--- config.mk ---
export PLATFORM = sky130hd
export DESIGN_NAME = mem_access_ctrl
export DESIGN_NICKNAME = d
export VERILOG_FILES = /design/src/rtl/mem_bus_pkg.sv /design/src/rtl/mem_addr_decoder.sv /design/src/rtl/mem_access_ctrl.sv
export SDC_FILE = /design/constraint.sdc
export NUM_CORES = 1
export LEC_CHECK = 0
export CAP_MARGIN = 25
export CORE_MARGIN = 4
export CORE_UTILIZATION = 30
export DETAILED_ROUTE_END_ITERATION = 10
export GPL_TIMING_DRIVEN = 1
export PLACE_DENSITY = 0.61
export SYNTH_ARGS = -nofsm -noshare
export SYNTH_HDL_FRONTEND = slang
export SYNTH_HIERARCHICAL = 1
export SYNTH_SLANG_ARGS = --single-unit
--- constraint.sdc ---
create_clock -name clk -period 3.4 [get_ports clk]
set_clock_uncertainty 0.05 [all_clocks]
set_input_delay 0.34 -clock clk [delete_from_list [all_inputs] [get_ports clk]]
set_output_delay 0.34 -clock clk [all_outputs]
set_load 0.02 [all_outputs]
--- src/rtl/mem_bus_pkg.sv ---
// Shared types and constants for the memory-access controller and its address decoder.
package mem_bus_pkg;

  localparam int unsigned ADDR_W = 32;
  localparam int unsigned DATA_W = 32;

  typedef enum logic [1:0] {IDLE, WAIT, RESP} state_t;

  localparam logic [1:0] SEL_M0   = 2'b00;
  localparam logic [1:0] SEL_M1   = 2'b01;
  localparam logic [1:0] SEL_M2   = 2'b10;
  localparam logic [1:0] SEL_NONE = 2'b11;

endpackage

--- src/rtl/mem_addr_decoder.sv ---
// Combinational region decode: base/size match per region, lowest region wins on overlap.
module mem_addr_decoder
  import mem_bus_pkg::*;
#(
  parameter logic [ADDR_W-1:0] M0_BASE = 32'h0000_0000,
  parameter logic [ADDR_W-1:0] M0_SIZE = 32'h0000_1000,
  parameter logic [ADDR_W-1:0] M1_BASE = 32'h0000_1000,
  parameter logic [ADDR_W-1:0] M1_SIZE = 32'h0000_1000,
  parameter logic [ADDR_W-1:0] M2_BASE = 32'h0000_2000,
  parameter logic [ADDR_W-1:0] M2_SIZE = 32'h0000_0100,
  parameter logic [2:0]        WR_MASK = 3'b110
) (
  input  logic [ADDR_W-1:0] addr_i,
  output logic              hit_o,
  output logic [1:0]        sel_o,
  output logic              writable_o
);

  logic hit_0, hit_1, hit_2;

  // Sizes are powers of two, so masking off the offset bits leaves the region base.
  assign hit_0 = (addr_i & ~(M0_SIZE - 32'd1)) == M0_BASE;
  assign hit_1 = (addr_i & ~(M1_SIZE - 32'd1)) == M1_BASE;
  assign hit_2 = (addr_i & ~(M2_SIZE - 32'd1)) == M2_BASE;

  always_comb begin
    hit_o      = 1'b1;
    sel_o      = SEL_NONE;
    writable_o = 1'b0;
    if (hit_0) begin
      sel_o      = SEL_M0;
      writable_o = WR_MASK[0];
    end else if (hit_1) begin
      sel_o      = SEL_M1;
      writable_o = WR_MASK[1];
    end else if (hit_2) begin
      sel_o      = SEL_M2;
      writable_o = WR_MASK[2];
    end else begin
      hit_o = 1'b0;
    end
  end

endmodule

--- src/rtl/mem_access_ctrl.sv ---
// Single-outstanding memory-access controller: accepts one load/store, drives registered
// address/data/strobes to three regions and the read-mux selector, and pulses a response.
module mem_access_ctrl
  import mem_bus_pkg::*;
#(
  parameter int unsigned       READ_LAT = 1,
  parameter logic [ADDR_W-1:0] M0_BASE  = 32'h0000_0000,
  parameter logic [ADDR_W-1:0] M0_SIZE  = 32'h0000_1000,
  parameter logic [ADDR_W-1:0] M1_BASE  = 32'h0000_1000,
  parameter logic [ADDR_W-1:0] M1_SIZE  = 32'h0000_1000,
  parameter logic [ADDR_W-1:0] M2_BASE  = 32'h0000_2000,
  parameter logic [ADDR_W-1:0] M2_SIZE  = 32'h0000_0100,
  parameter logic [2:0]        WR_MASK  = 3'b110
) (
  input  logic              clk,
  input  logic              rst,
  input  logic              req_valid,
  output logic              req_ready,
  input  logic              req_we,
  input  logic [ADDR_W-1:0] req_addr,
  input  logic [DATA_W-1:0] req_wdata,
  output logic [ADDR_W-1:0] addr_out,
  output logic [DATA_W-1:0] wdata_out,
  output logic              we_0,
  output logic              we_1,
  output logic              we_2,
  output logic [1:0]        MemorySelector,
  output logic              rsp_valid,
  output logic              rsp_err
);

  localparam logic [2:0] LAT_INIT = 3'(READ_LAT - 1);

  state_t     state_q;
  logic [2:0] cnt_q;

  logic       dec_hit;
  logic [1:0] dec_sel;
  logic       dec_writable;

  mem_addr_decoder #(
    .M0_BASE (M0_BASE),
    .M0_SIZE (M0_SIZE),
    .M1_BASE (M1_BASE),
    .M1_SIZE (M1_SIZE),
    .M2_BASE (M2_BASE),
    .M2_SIZE (M2_SIZE),
    .WR_MASK (WR_MASK)
  ) u_decoder (
    .addr_i     (req_addr),
    .hit_o      (dec_hit),
    .sel_o      (dec_sel),
    .writable_o (dec_writable)
  );

  assign req_ready = (state_q == IDLE);

  always_ff @(posedge clk) begin
    if (rst) begin
      state_q        <= IDLE;
      cnt_q          <= '0;
      addr_out       <= '0;
      wdata_out      <= '0;
      we_0           <= 1'b0;
      we_1           <= 1'b0;
      we_2           <= 1'b0;
      MemorySelector <= SEL_NONE;
      rsp_valid      <= 1'b0;
      rsp_err        <= 1'b0;
    end else begin
      // Strobes and response are single-cycle pulses unless re-asserted below.
      we_0      <= 1'b0;
      we_1      <= 1'b0;
      we_2      <= 1'b0;
      rsp_valid <= 1'b0;
      rsp_err   <= 1'b0;
      unique case (state_q)
        IDLE: begin
          if (req_valid) begin
            addr_out       <= req_addr;
            wdata_out      <= req_wdata;
            MemorySelector <= dec_hit ? dec_sel : SEL_NONE;
            if (!dec_hit || (req_we && !dec_writable)) begin
              state_q   <= RESP;
              rsp_valid <= 1'b1;
              rsp_err   <= 1'b1;
            end else if (req_we) begin
              state_q   <= RESP;
              rsp_valid <= 1'b1;
              we_0      <= (dec_sel == SEL_M0);
              we_1      <= (dec_sel == SEL_M1);
              we_2      <= (dec_sel == SEL_M2);
            end else if (READ_LAT == 0) begin
              state_q   <= RESP;
              rsp_valid <= 1'b1;
            end else begin
              state_q <= WAIT;
              cnt_q   <= LAT_INIT;
            end
          end
        end
        WAIT: begin
          if (cnt_q == 3'd0) begin
            state_q   <= RESP;
            rsp_valid <= 1'b1;
          end else begin
            cnt_q <= cnt_q - 3'd1;
          end
        end
        RESP: state_q <= IDLE;
        default: state_q <= IDLE;
      endcase
    end
  end

endmodule

# --- Word-level counts from Yosys, hierarchy flattened ---
# Index checks and enable logic that the tools add are counted.
word_totals:
  register_bits: 76
  in_bits: 68
  output_inout_bits: 72
  elab_cells: 62
classes:
  add_sub_neg: 1
  eq_ne: 10
  mux: 24
  bitwise: 3
  reduce_logical: 14
ops:
  columns: ["cell", "count"]
  rows:
  - ["$logic_not 32->1", 1]
  - ["$eq 24x6->1 const B", 1]
  - ["$eq 20x1->1 const B", 1]
  - ["$mux 2", 7]
  - ["$mux 3", 4]
  - ["$mux 1", 10]
  - ["$ne 2x2->1 const B", 5]
  - ["$pmux 3 s2", 1]
  - ["$reduce_and 5->1", 1]
  - ["$reduce_or 5->1", 1]
  - ["$eq 2x1->1 const B", 2]
  - ["$logic_not 2->1", 2]
  - ["$pmux 2 s2", 1]
  - ["$reduce_and 2->1", 2]
  - ["$logic_not 3->1", 1]
  - ["$not 1->1", 3]
  - ["$reduce_or 3->1", 1]
  - ["$sub 3x1->3 const B", 1]
  - ["$eq 2x2->1 const B", 1]
  - ["$logic_not 1->1", 2]
  - ["$pmux 1 s2", 1]
  - ["$reduce_bool 2->1", 1]
  - ["$logic_and 1x1->1", 1]
  - ["$logic_or 1x1->1", 1]

# --- Logic depth before layout (Yosys ltp) ---
# Gate-level depths: netlist of the first run.
logic_depth:
  ltp_word: 10
  mapped_depth: 6
  mapped_depth_nobuf: 6

# --- Modules after synthesis ---
# The synthesis of the first run kept the hierarchy.
modules_own_cells:
  columns: ["module", "instances", "cells_per_inst", "area_per_inst_um2", "seq_area_each_um2"]
  rows:
  - ["mem_access_ctrl", 1, 330, 2687.6, 1521.5]
  - ["mem_addr_decoder", 1, 18, 113.9, 0.0]

# --- Least setup slack after synthesis of the first run ---
# OpenSTA, ideal clock, no wires.
synth_path:
  path_kind: "in2reg"
  from: "input port req_addr[29]"
  to: "register cnt_q[1]"
  setup_time_ns: 0.121
  arrival_ns: 1.702
  t_required_ns: 3.229
  setup_slack_ns: 1.527
  stages: 6
  n_path_buf: 0
  path_cell_list: "nor4_2 nand3_1 nor3_1 nand2b_1 o22a_1 mux2_2"
synth_via:
  elab_cells_between_ends: 13
  cone_classes: "3 x eq/ne; 4 x mux; 6 x reduce/logical"
synth_rtl:
  columns: ["item", "line", "text"]
  rows:
  - ["start: declaration", "mem_access_ctrl.sv:20", "input logic [ADDR_W-1:0] req_addr,"]
  - ["$eq 24x6->1", "mem_addr_decoder.sv:24", "assign hit_2 = (addr_i & ~(M2_SIZE - 32'd1)) == M2_BASE;"]
  - ["$mux 1", "mem_addr_decoder.sv:36", "end else if (hit_2) begin"]
  - ["$mux 1", "mem_addr_decoder.sv:33", "end else if (hit_1) begin"]
  - ["$mux 1 (*)", "mem_addr_decoder.sv:30", "if (hit_0) begin"]
  - ["named net dec_hit", "mem_access_ctrl.sv:37", "logic dec_hit;"]
  - ["$logic_not 1->1 (*)", "mem_access_ctrl.sv:83", "if (!dec_hit || (req_we && !dec_writable)) begin"]
  - ["$logic_or 1x1->1 (*)", "mem_access_ctrl.sv:83", null]
  - ["$ne 2x2->1 (no line) (*)", null, null]
  - ["$reduce_and 5->1 (no line) (*)", null, null]
  - ["end signal: assignment", "mem_access_ctrl.sv:107", "cnt_q <= cnt_q - 3'd1;"]
  - ["end: declaration", "mem_access_ctrl.sv:35", "logic [2:0] cnt_q;"]
# Mark *: on every way through the listed nets, which the timed path passes. The rest lies on a longest branch.
# A chain may end at the register's enable or synchronous reset.

# --- Worst setup path in the final report of the first run ---
# Same ends and word-level chain as after synthesis.

==> results of run 1 <==
-- flip-flops by register name, indices dropped and copies added, names as in the netlist, 2 cells and up --
signal,count
MemorySelector,2
wdata_out,32
addr_out,32
cnt_q,3
state_q,2
-- logic make-up after synthesis --
kind of cell               after synthesis
and+or+nand+nor                        165
AOI/OAI and AO/OA                       76
DFF                                     76
buffers and inverters                   28
adders and majority gates                2
muxes                                    1
-- layout make-up --
type	instances	area, um^2	area share
sequential	76	1520	0.338
timing repair buffer	144	1440	0.319
multi-input combinational	244	1170	0.260
tap	108	135	0.0300
clock buffer	11	131	0.0292
clock inverter	5	86.3	0.0192
inverter	5	18.8	0.00417
-- how the worst max path moves through the flow --
| stage | cells after the start | end | startpoint | slack [ps] |
|---|---|---|---|---|
| final | 7 | cnt_q[1] | req_addr[29] | 1120 |
| after global routing | 7 | cnt_q[1] | req_addr[29] | 1010 |
| after CTS | 7 | cnt_q[1] | req_addr[29] | 1120 |
| after detailed placement | 7 | cnt_q[1] | req_addr[29] | 750 |
| after global placement | 7 | cnt_q[1] | req_addr[29] | 810 |
| after floorplan | 6 | cnt_q[1] | req_addr[29] | 1530 |
-- Yosys cell counts --
cell type and instances:
a211oi_1 2, o211ai_1 1, nor4_1 2, nor3b_1 3, nand2_1 130, buf_2 7, nand2b_1 3, mux2_2 1
or3_4 1, or3b_1 1, nor3b_2 2, nor2b_1 1, ha_1 2, nand3b_1 1, a21oi_1 67, a32oi_1 1
nor3_1 5, o221ai_1 1, nor4_2 3, nand3_1 3, o21bai_1 2, nor2_1 6, clkbuf_1 16, o22a_1 1
o21ai_1 1, or3_1 4, dfxtp_1 76, inv_1 5
-- metal layers --
| metal | global-route usage | routed length (um) | up-vias |
|---|---|---|---|
| met4 | 0.0431 | 108 | 0 |
| li1 | - | - | 1407 |
| met1 | 0.180 | 3660 | 1247 |
| met5 | 0 | 0 | - |
| met3 | 0.0814 | 872 | 10 |
| met2 | 0.234 | 3620 | 121 |
-- where the power goes --
group          switching (mW)  leakage (nW)  internal (mW)  total (mW)
Combinational           0.181         0.912          0.184       0.366
Clock                   0.332         0.108          0.418       0.750
Sequential             0.0235         0.624          0.938       0.962
Total                   0.537          1.64           1.54        2.08
-- through the flow --
step	instance area, um^2	hold WS [ps]	instances
2_1_floorplan	2800	416	348
5_1_grt	4500	170	593
4_1_cts	4480	408	592
6_report	4500	179	593
3_5_place_dp	4260	396	576
3_3_place_gp	4260	391	576
==> impl_metrics.yaml, run 1 <==
die:
  die_x_um: 105
  dieArea_mm2: 0.0109
  ios: 140
  die_height_um: 105
  start_util: 0.315
  rows: 34
  coreArea_mm2: 0.00889
sta:
  setup-violations-final: 0
  rsz0062_at_grt: "false"
  fmax_ghz: 0.438
  tightest_slew_ps: 838
  slew_headroom: 0.441
  setup_tns_ps: 0
  slew_violations: 0
  setup_ws_ps: 1120
  layout_min_cycle_time_ps: 2280
  fin_crit_sh: 0.672
  hold_violations: 0
status:
  status: "finished, final reports clean"
routing:
  drtAntennaViolNets: 0
  detail_route.vias_per_cell: 4.70
  drt_iter0_drc: 78
  wirelength_um: 8260
  first_pass_iters: 4
  wire_per_inst_um: 13.9
  dr_total_vias: 2785
  drcViolationCount: 0
yosys:
  synthesis.area_mm2: 0.00280
  synthSimpleGateAreaFrac: 0.259
  yosysSeqAreaShare: 0.543
  synth_seq_cells: 76
  synth_compound_area_frac: 0.144
  synthXorXnorAreaFrac: 0
  yosys-mux-area-fraction: 0.00402
  synthAdderAreaFrac: 0.00893
  yosys_warnings: 6
  synth_top_family_by_area: "simple AND/OR/NAND/NOR gates"
  synth.distinct_cells: 28
  synth.avg_cell_area_um2: 8.05
  synth_top_area_frac: 0.543
  yosysTopAreaCell: "dfxtp_1"
  syn_inst: 348
  synthTopCellsByArea: "dfxtp_1 54%, nand2_1 17%, a21oi_1 12%"
  syn-num-nets: 418
worst_hold_path:
  hold-path-cell-count: 2
  hold_class: "input port to register"
  hp-start: "rst"
  min_to: "wdata_out[29]"
setup_path:
  worst-path-buf-inv: 1
  rr_startpoint: "state_q[1]"
  crit_path_top_delay_cell: "nor3_1"
  crit_required_ps: 3580
  regToRegSetupSlack_ps: 1380
  crit_arrival_ps: 2460
  worstReg2RegEnd: "wdata_out[31]"
  cpPeakStageDelay_ps: 480
  critical-path-top-delay-family: "simple AND/OR/NAND/NOR gates"
  endpoint_kind: "register"
  critical_path_class: "input port to register"
  r2r_cells: 4
  cp-start-kind: "input port"
  path_max_fanout: 5
  crit_chain: "clkdlybuf4s50_1, nor4_2, nand3_1, nor3_1, nand2b_1, o22a_1, mux2_2"
clock_network:
  cts_tree: "built"
  clockRootBuffer: "clkbuf_8"
  clockBufferDepth: 2
  post_cts_resized: 0
  post-cts-setup-buffers: 0
  cts_buffers: 9
  clk_latency_ps: 340
  cts_num_sinks: 76
  htreeDepth: 3
  holdBufCountCts: 0
  clk_pin_slew_ps: 80
cells_and_area:
  syn_to_final_growth_pct: 60.7
  fin_util: 0.506
  fillers: 867
  layout_common_cells: "138 x clkdlybuf4s50_1, 130 x nand2_1, 76 x dfxtp_1"
  final_nets: 550
  mostFrequentLayoutCell: "clkdlybuf4s50_1"
  drive_gt1_frac: 0.0598
  n_antenna_cell: 0
global_route:
  grt_max_degree: 57
  antenna_found_initial: 0
  overflow: 0
  grt_pass1_wl_um: 13400
  first_global_vias: 2679
  grt_usage: 0.150
power:
  ir_drop_v: 0.000263
  leakagePower_nw: 1.64
  power_density_mw_per_mm2: 462
  power.total_mw: 2.08
place:
  hpwl_um: 5780
  pre_cts_slack_ps: 752
  place_congestion: 0.742
  io_buffers: 139
flow_run:
  max_cap_violations: 0
Power figures use the tool's default switching activity.
==> run 2, diff against run 1 <==
--- a/config.mk
+++ b/config.mk
@@ -10,7 +10,7 @@
 export CORE_UTILIZATION = 30
 export DETAILED_ROUTE_END_ITERATION = 10
 export GPL_TIMING_DRIVEN = 1
-export PLACE_DENSITY = 0.61
+export PLACE_DENSITY = 0.63
 export SYNTH_ARGS = -nofsm -noshare
 export SYNTH_HDL_FRONTEND = slang
 export SYNTH_HIERARCHICAL = 1
==> constraint.sdc (replaced) <==
create_clock -name clk -period 1.86 [get_ports clk]
set_clock_uncertainty 0.05 [all_clocks]
set_input_delay 0.186 -clock clk [delete_from_list [all_inputs] [get_ports clk]]
set_output_delay 0.186 -clock clk [all_outputs]
set_load 0.02 [all_outputs]
==> impl_metrics.yaml, run 2 (same netlist as run 1, synthesis figures left out) <==
sta:
  tightest_slew_ps: 543
  hold_violations: 0
  setup-violations-final: 0
  slew_headroom: 0.638
  slew_violations: 0
  setup_ws_ps: 34.5
  fin_crit_sh: 0.981
  fmax_ghz: 0.548
  layout_min_cycle_time_ps: 1830
  setup_tns_ps: 0
global_route:
  overflow: 0
  grt_usage: 0.156
  grt_max_degree: 37
  first_global_vias: 2895
  antenna_found_initial: 0
  grt_pass1_wl_um: 14000
die:
  ios: 140
  rows: 34
  dieArea_mm2: 0.0109
  die_x_um: 105
  start_util: 0.315
  coreArea_mm2: 0.00889
  die_height_um: 105
power:
  power_density_mw_per_mm2: 840
  leakagePower_nw: 1.87
  ir_drop_v: 0.000435
clock_network:
  cts_tree: "built"
  cts_buffers: 9
  holdBufCountCts: 0
  clk_pin_slew_ps: 80
  cts_num_sinks: 76
  htreeDepth: 3
  clockRootBuffer: "clkbuf_8"
  clk_latency_ps: 340
  clockBufferDepth: 2
place:
  pre_cts_slack_ps: -378
  dp.cells: 593
  hpwl_um: 6080
  postPlaceCellArea_mm2: 0.00440
  place_congestion: 0.803
  io_buffers: 139
routing:
  wirelength_um: 8470
  detail_route.vias_per_cell: 4.73
  dr_total_vias: 2878
  drtAntennaViolNets: 0
  drcViolationCount: 0
  first_pass_iters: 4
  wire_per_inst_um: 13.9
  drt_iter0_drc: 87
cells_and_area:
  mostFrequentLayoutCell: "nand2_1"
  final_nets: 567
  layout_common_cells: "129 x nand2_1, 123 x clkdlybuf4s50_1, 76 x dfxtp_1"
  syn_to_final_growth_pct: 68.4
  top_regs: "addr_out: 32 flops, wdata_out: 32 flops, cnt_q: 3 flops"
  drive_gt1_frac: 0.104
  fin_util: 0.531
  n_antenna_cell: 0
  fin_cells: 609
  stdcell_area_mm2: 0.00472
setup_path:
  crit_arrival_ps: 2050
  regToRegSetupSlack_ps: 180
  worstReg2RegEnd: "cnt_q[2]"
  endpoint_kind: "register"
  rr_startpoint: "state_q[1]"
  crit_required_ps: 2090
  critical_path_class: "input port to register"
  cp-start-kind: "input port"
  path_max_fanout: 4
  r2r_cells: 4
flow_run:
  max_cap_violations: 0
worst_hold_path:
  hold_class: "input port to register"
  min_to: "addr_out[9]"
  hp-start: "req_addr[9]"
  hold-path-cell-count: 3
status:
  status: "finished, final reports clean"
## run 2: cell count changes in the layout (fill, tap and decap cells not counted), moves of 2 or more
cell	change
dlymetal6s2s_1	+15
clkdlybuf4s50_1	-15
nor4_1	-2
nor4_2	+2
buf_4	+17
clkinv_4	-3
## run 2: cell type report
class	count	area (um^2)
Tap cell	108	135
Fill cell	850	4170
Inverter	5	18.8
Clock inverter	4	97.6
Timing Repair Buffer	161	1600
Multi-Input combinational cell	244	1200
Sequential cell	76	1520
Clock buffer	11	141
## run 2: metrics by stage
stage	hold slack (ps)	power [mW]
final	91.1	3.96
after global routing	80.5	4.16
after CTS	257	4.03
after detailed placement	396	2.49
after global placement	391	2.48
after floorplan	272	2.09
## run 2: timing repair
item	4_1_cts	5_1_grt
resized for setup	3	18
pin swaps	3	11
endpoints found under the setup margin	2	8
buffers inserted	0	1
gates cloned	0	0
## run 2: worst max-delay path by stage
stage | endpoint | startpoint | slack [ps] | depth (start not counted)
2_1_floorplan | cnt_q[1] | req_addr[29] | 140 | 6
3_3_place_gp | cnt_q[1] | req_addr[18] | -350 | 8
3_5_place_dp | we_1 | req_addr[9] | -380 | 8
4_1_cts | we_1 | req_addr[30] | 1 | 8
5_1_grt | we_2 | req_addr[27] | -50 | 8
6_report | we_1 | req_addr[27] | 30 | 8
## run 2: worst max-delay path, stage by stage
cell and delay, ps:
clkdlybuf4s50_1 450, nor4_2 330, nand2_2 140, nor3_2 180, buf_4 140, nand3_1 60
or3_4 390, nor3b_2 180
## run 2: metal layers
metal,track usage,vias to the layer above,part of all wire
met2,0.249,120,0.45
met4,0.0581,0,0.016
met1,0.185,1308,0.43
met5,0,-,0
li1,-,1438,-
met3,0.0697,12,0.098
## run 2: report_power, final
group          switching [mW]  internal (mW)  total [mW]
clock network           0.595          0.922        1.52
registers              0.0440           1.72        1.76
logic                   0.337          0.349       0.686
total                   0.976           2.99        3.96
